$ cat src/rtl/bus_mux_arbiter.sv
// bus_mux_arbiter
//   Round-robin owner selection for the N:1 data mux that drives the CPU
//   internal bus. One requester owns the mux at a time; it streams words
//   with a valid/ready handshake until it drops req or reaches MAX_HOLD
//   transfers. The search pointer then moves past it. Every release is
//   followed by one idle cycle with grant=0.
//
// Ports
//   clk        system clock, rising edge
//   rst        asynchronous active-high reset
//   req        per-requester request, held while the requester has data
//   data_in    packed requester data, requester i at [i*DATA_W +: DATA_W]
//   bus_ready  consumer accepts the word this cycle
//   grant      registered one-hot owner
//   sel        registered binary owner index (mux select)
//   bus_out    selected data word, 0 when nobody owns the bus
//   bus_valid  bus_out is valid (owner still requesting)
//   ack        one-hot single-cycle pulse to the owner on acceptance

// Per-requester slice: gates one data word and handshake onto the shared bus.
module bma_lane #(
  parameter int DATA_W = 8,
  parameter int SEL_W  = 2,
  parameter int IDX    = 0
) (
  input  logic              own,
  input  logic [SEL_W-1:0]  sel,
  input  logic              req_bit,
  input  logic              bus_ready,
  input  logic [DATA_W-1:0] data,
  output logic [DATA_W-1:0] data_gated,
  output logic              valid_bit,
  output logic              ack_bit
);
  logic hit;

  assign hit        = own && (sel == SEL_W'(IDX));
  assign data_gated = hit ? data : '0;
  assign valid_bit  = hit && req_bit;
  assign ack_bit    = valid_bit && bus_ready;
endmodule

module bus_mux_arbiter #(
  parameter int N_REQ    = 4,
  parameter int SEL_W    = 2,
  parameter int DATA_W   = 8,
  parameter int MAX_HOLD = 4
) (
  input  logic                    clk,
  input  logic                    rst,
  input  logic [N_REQ-1:0]        req,
  input  logic [N_REQ*DATA_W-1:0] data_in,
  input  logic                    bus_ready,
  output logic [N_REQ-1:0]        grant,
  output logic [SEL_W-1:0]        sel,
  output logic [DATA_W-1:0]       bus_out,
  output logic                    bus_valid,
  output logic [N_REQ-1:0]        ack
);
  typedef enum logic {IDLE, OWN} state_t;

  state_t                           state;
  logic   [SEL_W-1:0]               ptr;
  logic   [3:0]                     hold_cnt;
  logic                             own;
  logic                             xfer;
  logic                             rel;
  logic   [SEL_W-1:0]               win;
  logic   [SEL_W-1:0]               idx;
  logic                             found;
  logic   [N_REQ-1:0][DATA_W-1:0]   lane_data;
  logic   [N_REQ-1:0]               lane_valid;

  assign own = (state == OWN);

  // Lane array: only the lane matching sel passes data, so the bus word is
  // a plain OR of all lanes.
  for (genvar i = 0; i < N_REQ; i++) begin : g_lane
    bma_lane #(.DATA_W(DATA_W), .SEL_W(SEL_W), .IDX(i)) u_lane (
      .own       (own),
      .sel       (sel),
      .req_bit   (req[i]),
      .bus_ready (bus_ready),
      .data      (data_in[i*DATA_W +: DATA_W]),
      .data_gated(lane_data[i]),
      .valid_bit (lane_valid[i]),
      .ack_bit   (ack[i])
    );
  end

  always_comb begin
    bus_out = '0;
    for (int i = 0; i < N_REQ; i++) bus_out = bus_out | lane_data[i];
  end

  assign bus_valid = |lane_valid;
  assign xfer      = bus_valid && bus_ready;
  // Owner leaves when it stops requesting or its last allowed word goes out.
  assign rel       = !req[sel] || (xfer && (hold_cnt == 4'(MAX_HOLD - 1)));

  // Rotating scan starting at ptr; SEL_W-bit addition wraps modulo N_REQ.
  always_comb begin
    win   = '0;
    idx   = '0;
    found = 1'b0;
    for (int k = 0; k < N_REQ; k++) begin
      idx = ptr + SEL_W'(k);
      if (!found && req[idx]) begin
        win   = idx;
        found = 1'b1;
      end
    end
  end

  always_ff @(posedge clk or posedge rst) begin
    if (rst) begin
      state    <= IDLE;
      grant    <= '0;
      sel      <= '0;
      ptr      <= '0;
      hold_cnt <= '0;
    end else begin
      case (state)
        IDLE: begin
          if (found) begin
            state    <= OWN;
            grant    <= {{(N_REQ-1){1'b0}}, 1'b1} << win;
            sel      <= win;
            hold_cnt <= '0;
          end
        end
        OWN: begin
          if (rel) begin
            // sel is kept; ptr moves just past the departing owner.
            state <= IDLE;
            grant <= '0;
            ptr   <= sel + SEL_W'(1);
          end else if (xfer) begin
            hold_cnt <= hold_cnt + 4'd1;
          end
        end
        default: begin
          state <= IDLE;
          grant <= '0;
        end
      endcase
    end
  end
endmodule

$ cat config.mk
export PLATFORM = sky130hd
export DESIGN_NAME = bus_mux_arbiter
export DESIGN_NICKNAME = d
export VERILOG_FILES = /design/src/rtl/bus_mux_arbiter.sv
export SDC_FILE = /design/constraint.sdc
export NUM_CORES = 1
export LEC_CHECK = 0
export ABC_CLOCK_PERIOD_IN_PS = 4600
export BUFFER_PORTS_ARGS = -buffer_cell sky130_fd_sc_hd__buf_2
export CORE_MARGIN = 2
export CORE_UTILIZATION = 49
export CTS_CLUSTER_SIZE = 8
export DETAILED_ROUTE_END_ITERATION = 7
export PLACE_DENSITY_LB_ADDON = 0.12
export RECOVER_POWER = 50
export SYNTH_ARGS = -nofsm -noshare
export SYNTH_HDL_FRONTEND = slang
export SYNTH_HIERARCHICAL = 1
export SYNTH_SLANG_ARGS = --single-unit
$ cat constraint.sdc
create_clock -name clk -period 4.6 [get_ports clk]
set_clock_uncertainty 0.1 [all_clocks]
set_input_delay 0.46 -clock clk [delete_from_list [all_inputs] [get_ports clk]]
set_output_delay 0.46 -clock clk [all_outputs]
set_load 0.005 [all_outputs]
==> out/metrics.cfg, run 1 <==
[run_status]
status=finished clean

[timing]
max_freq_ghz=0.374
whs_ns=0.0919
maxSlewViolCount=0
slew_headroom_pct=56.1
setup_ws_ns=1.92
finalHoldViolations=0
fin_crit_ns=2.68
tightest_slew_ns=0.659
finalSetupViolCount=0
finalCritPeriodShare_pct=58.2
rsz0062_at_grt=no
fin_tns_setup_ns=0

[drt]
vias=1150
ant_nets=0
dr.first_iter.drc_count=14
via_per_inst=5.48
wl_per_cell_um=13.9
drc=0
dr.pass1.iters=4
wl_um=2910

[cells_and_area]
fillerInstances=214
fin_nets=223
drive_above_1_share_pct=52.7
multi_input_area_um2=791
layout.cells.non_filler=210
final_cell_mix=51 x buf_2, 30 x and2_2, 13 x dfrtp_1
final_util_pct=65.2
final_cell_area_um2=1470
areaGrowthSynthToFinish_pct=23.9
final_common_cell=buf_2
antennaDiodeCount=0
seq_area_um2=325

[critical_path]
cp.arrival_ns=2.12
crit_end=bus_valid
rr_endpoint=ptr[1]
crit_path_start=sel[1]
path_cells=and3b_1, and2_2, or4_4, buf_2
crit-reg2reg-launch=sel[1]
required_ns=4.04
worst-path-stages=4
cpPeakStageDelay_ns=0.58
cp-start-kind=flip-flop
ff2ff_path_depth=5
path_class=reg2out
crit_path_max_fanout=10
critPathSlowestCell=or4_4
cp-end-kind=primary output
crit_buf_inv=1
r2r_slack_ns=2.15
cp_top_family=simple AND/OR/NAND/NOR gates

[cts]
clock_path_buffers=2
cts_tree=yes
hold_buffers=0
clock_latency_ns=0.28
numCtsBuffers=3
cts_resized=0
cts_setup_buffers=0
clk_pin_slew_ns=0.08
clockRootBuffer=clkbuf_4
cts_max_level=1
clock-sinks=13

[synthesis]
ys_warn_count=6
syn_nets=166
syn-cell-area_um2=1190
ys_seq_area_share_pct=27.4
ys_seq_elements=13
syn_inst=126
synth_cell_type_count=38
syn_avg_cell_area_um2=9.41

[floorplan]
rows=17
initial_utilization_pct=52.6
coreArea_um2=2250
die_h_um=53.2
fp.dieW_um=53.2
io_pins=58
die_area_um2=2830

[grt]
overflow=0
busiest_layer=met2
grt_pass1_wl_um=4920
first_global_vias=1117
grtUsageMet2_pct=40.3
antenna_found_initial=0
grt_usage_pct=23.4
gr-usage-met3_pct=6.21
grt_max_degree=14
met1_usage_pct=29.8

[pwr]
p_leak_nw=0.793
fin_total_pwr_uw=742
power.density_nw_per_um2=504
ir_drop_mv=0.439

[worst_hold_path]
hold_class=in2async

[placement]
place_ws_ns=2.16
placed_area_um2=1460
port_buffers=57
hpwl_um=2300
gp_congestion=0.816
dp.cells=206

[job]
drv_cap=0

state kept, by name, indices dropped and copies added, names as in the netlist:
name / count
grant: 4
hold_cnt: 4
own: 1
ptr: 2
sel: 2
how the worst min path moves through the flow:
stage | start | end | slack (ns) | cells after the start
after floorplan | rst | grant[0] | 0.24 | 1
after global placement | grant[3] | grant[3] | 0.38 | 1
after detailed placement | grant[1] | grant[1] | 0.38 | 1
after CTS | rst | grant[0] | 0.09 | 2
after global routing | rst | hold_cnt[3] | 0.13 | 2
final | rst | grant[0] | 0.09 | 2
power breakdown:
group	switching, mW	internal [mW]
logic	0.203	0.250
clock network	0.0385	0.0336
registers	0.0620	0.155
total	0.304	0.438
layout make-up:
type	count	share of cell area (%)
sequential	13	22.1
inverter	4	1.02
clock buffer	4	1.79
tap	28	2.38
timing repair buffer	57	18.9
multi-input combinational	104	53.8
layer usage:
layer / part of all wire (%) / vias up
met5: 0 / -
met4: 0 / 0
met3: 5.6 / 0
met2: 49 / 29
met1: 45 / 556
li1: - / 565
synthesized netlist by cell type:
library cell / instances / area share, %
a21o_1: 1 / 0.63
a21oi_1: 2 / 0.84
a221oi_2: 1 / 1.3
a311oi_1: 1 / 0.74
a31o_2: 1 / 0.74
a31o_4: 1 / 1.5
a32o_1: 2 / 1.7
and2_1: 7 / 3.7
and2_2: 30 / 19
and3_1: 6 / 3.2
and3b_1: 2 / 1.5
and4b_2: 1 / 0.95
buf_6: 4 / 3.8
clkbuf_1: 1 / 0.32
dfrtp_1: 13 / 27
ha_1: 1 / 1.1
inv_1: 4 / 1.3
mux2_2: 4 / 3.8
mux2_4: 1 / 1.3
mux2i_1: 3 / 2.5
mux4_2: 1 / 1.9
nand2_1: 10 / 3.2
nand2b_1: 1 / 0.53
nand3_1: 1 / 0.42
nand4_1: 1 / 0.53
nor2_1: 3 / 0.95
nor3b_1: 1 / 0.63
nor3b_4: 1 / 1.6
nor4_1: 1 / 0.53
o21ai_0: 1 / 0.42
o21ai_1: 1 / 0.42
o22a_1: 1 / 0.74
o22ai_1: 3 / 1.6
o32ai_1: 2 / 1.5
or2_2: 1 / 0.53
or4_1: 8 / 5.1
or4_4: 1 / 0.95
xor2_1: 2 / 1.5
logic make-up after synthesis:
kind of cell	synth area share (%)
compound gates	12.0
simple gates	43.1
xor+xnor	1.48
mux	9.49
flops	27.4
buf+inv	5.38
fa+ha+maj	1.05
Power figures use the tool's default switching activity.
==> inputs of run 2 (changes only) <==
Settings changed: ABC_AREA from default to 1, ABC_CLOCK_PERIOD_IN_PS 4600 to 2300, CORE_UTILIZATION 49 to 43.
Clock period 4.6 ns to 2.3 ns, I/O delays scaled along.
==> run 2 against run 1 <==
Effect of this change:
- total power rose to 2.6 times the previous value
- via count grew 32%
- critical path depth up 1
- cell area grew 15%
- routed wire length increased by 10%
- register-to-register slack got worse by 1.8 ns
- sequential cell count is the same
- critical path type unchanged
- largest cell class unchanged
==> out/metrics.cfg, run 2 <==
[floorplan]
die_h_um=60.0  ; +13%
io_pins=58  ; unchanged
initial_utilization_pct=44.5  ; -8.1 points
rows=20  ; +3
fp.dieW_um=60.0  ; +13%
die_area_um2=3600  ; +27%
coreArea_um2=3030  ; +34%

[synthesis]
syn_nets=274  ; +65%
yosys.area.top_type=dfrtp_1
syn-cell-area_um2=1350  ; +14%
synth_flop_cell=dfrtp_1
syn_avg_cell_area_um2=5.76  ; -39%
syn_inst=234  ; +86%
synth_cell_type_count=20  ; -47%
ys_seq_area_share_pct=24.1  ; -3.3 points
synthArstFlopShare_pct=100  ; unchanged
ys_warn_count=6  ; unchanged
synth_enable_flop_cells=0  ; unchanged
synth_common_cells=56 x nand2_1, 54 x inv_1, 45 x nor2_1
synth_top_area_share_pct=24.1  ; -3.3 points
synth_area_leaders=dfrtp_1 24%, nand2_1 16%, inv_1 15%
ys_seq_elements=13  ; unchanged
synth.most_common_cell=nand2_1

[cells_and_area]
multi_input_area_um2=782  ; -1.1%
final_common_cell=nand2_1
fin_nets=334  ; +50%
areaGrowthSynthToFinish_pct=25.9
final_cell_area_um2=1700  ; +15%
reg_top3=grant x4, hold_cnt x4
drive_above_1_share_pct=27.3  ; -25 points
final_cell_mix=56 x nand2_1, 54 x inv_1, 53 x buf_2
antennaDiodeCount=0  ; unchanged
fillerInstances=313  ; +46%
seq_area_um2=328  ; +0.77%

[critical_path]
required_ns=1.97  ; -2.07 ns
cp-end-kind=primary output
cp-start-kind=flip-flop
path_class=reg2out
crit-reg2reg-launch=own
crit_path_max_fanout=14  ; +4
ff2ff_path_depth=11  ; +6
cp.arrival_ns=1.74  ; -0.38 ns
r2r_slack_ns=0.34  ; -1.81 ns
rr_endpoint=grant[2]

[worst_hold_path]
hold_class=in2reg
hold_start=bus_ready
hold_end=hold_cnt[1]
holdPathStages=5

[drt]
wl_per_cell_um=9.53  ; -31%
via_per_inst=4.50  ; -18%
dr.first_iter.drc_count=72  ; +58
drc=0  ; unchanged
wl_um=3210  ; +10%
ant_nets=0  ; unchanged
dr.pass1.iters=4  ; unchanged
vias=1518  ; +32%

[run_status]
status=finished clean

[cts]
cts_max_level=1  ; unchanged
clock_latency_ns=0.28  ; about the same
clock_path_buffers=2  ; unchanged
clk_pin_slew_ns=0.08  ; about the same
clock-sinks=13  ; unchanged
numCtsBuffers=3  ; unchanged
cts_setup_buffers=0  ; unchanged
clockRootBuffer=clkbuf_4
cts_tree=yes

[grt]
grt_usage_pct=19.9  ; -3.5 points
antenna_found_initial=0  ; unchanged
grt_pass1_wl_um=5640  ; +15%
first_global_vias=1313  ; +18%
grt_max_degree=15  ; +1
overflow=0  ; unchanged

[timing]
fin_tns_setup_ns=0  ; unchanged
fin_crit_ns=2.07
finalHoldViolations=0  ; unchanged
slew_headroom_pct=67.7  ; +12 points
finalCritPeriodShare_pct=90.2
max_freq_ghz=0.482
tightest_slew_ns=0.484  ; -0.175 ns
rsz0062_at_grt=no
finalSetupViolCount=0  ; unchanged
maxSlewViolCount=0  ; unchanged

[placement]
placed_area_um2=1660  ; +14%
gp_congestion=0.822  ; +0.78%
hpwl_um=2590  ; +13%
port_buffers=57  ; unchanged

[job]
drv_cap=0  ; unchanged

[pwr]
p_leak_nw=1.14  ; +43%
power.density_nw_per_um2=1120  ; +120%
ir_drop_mv=0.764  ; +74%

==> run 2: timing repair <==
action                                  4_1_cts  5_1_grt
endpoints found under the setup margin        0        8
resized for setup                             0        2
endpoints found under the hold margin        13        0
hold buffers                                  1        0
==> run 2: how the worst max path moves through the flow <==
stage / slack, ns / to / start / cells after the start
finish: 0.23 / bus_out[6] / sel[0] / 5
global route: 0.07 / bus_out[6] / sel[0] / 5
CTS: 0.07 / bus_out[6] / sel[0] / 5
detailed placement: 0.28 / grant[3] / sel[0] / 12
global placement: 0.33 / grant[2] / sel[0] / 12
floorplan: 0.50 / grant[2] / sel[1] / 12
==> run 2: routing by layer <==
layer	share of wire, %	GRT usage (%)
met3	5.0	1.73
met2	43	31.5
met5	0	0
met1	51	28.7
met4	0.93	5.71
==> run 2: stage by stage <==
| step | utilization, % | total power [mW] | setup slack [ns] | cells | hold WS, ns |
|---|---|---|---|---|---|
| CTS | 56.1 | 1.92 | 0.0709 | 337 | 0.276 |
| global placement | 54.9 | 1.76 | 0.326 | 332 | 0.178 |
| detailed placement | 54.9 | 1.77 | 0.279 | 332 | 0.171 |
| floorplan | - | 1.43 | 0.498 | 234 | 0.00696 |
| global route | 56.1 | 2.15 | 0.0729 | 337 | 0.307 |
| finish | 56.1 | 1.90 | 0.226 | 337 | 0.284 |
==> run 2: cells by family after synthesis <==
family	after synthesis	share of synthesized area [%]
flip-flops	13	24.1
adder cells (fa/ha/maj)	1	0.927
buffers and inverters	60	17.9
AO/OA/AOI/OAI	11	4.45
XOR/XNOR	3	1.95
AND/OR/NAND/NOR	146	50.6
==> run 2: layout make-up <==
class                   instances  share of cell area (%)
clock buffers                   4                    1.55
inverters                      57                    12.6
multi-input cells             161                    46.1
flip-flops and latches         13                    19.3
well taps                      44                    3.24
repair buffers                 58                    17.2
==> run 2: worst max-delay path: stages (launching register included) <==
cell and delay [ns]:
dfrtp_2 0.53, inv_1 0.11, nand3_2 0.17, nor2_1 0.05, or4_1 0.46, buf_2 0.14
==> run 2: report_power, final <==
group / internal [mW] / total, mW / switching (mW)
combinational: 0.489 / 1.29 / 0.804
clock: 0.0674 / 0.143 / 0.0759
sequential: 0.312 / 0.469 / 0.157
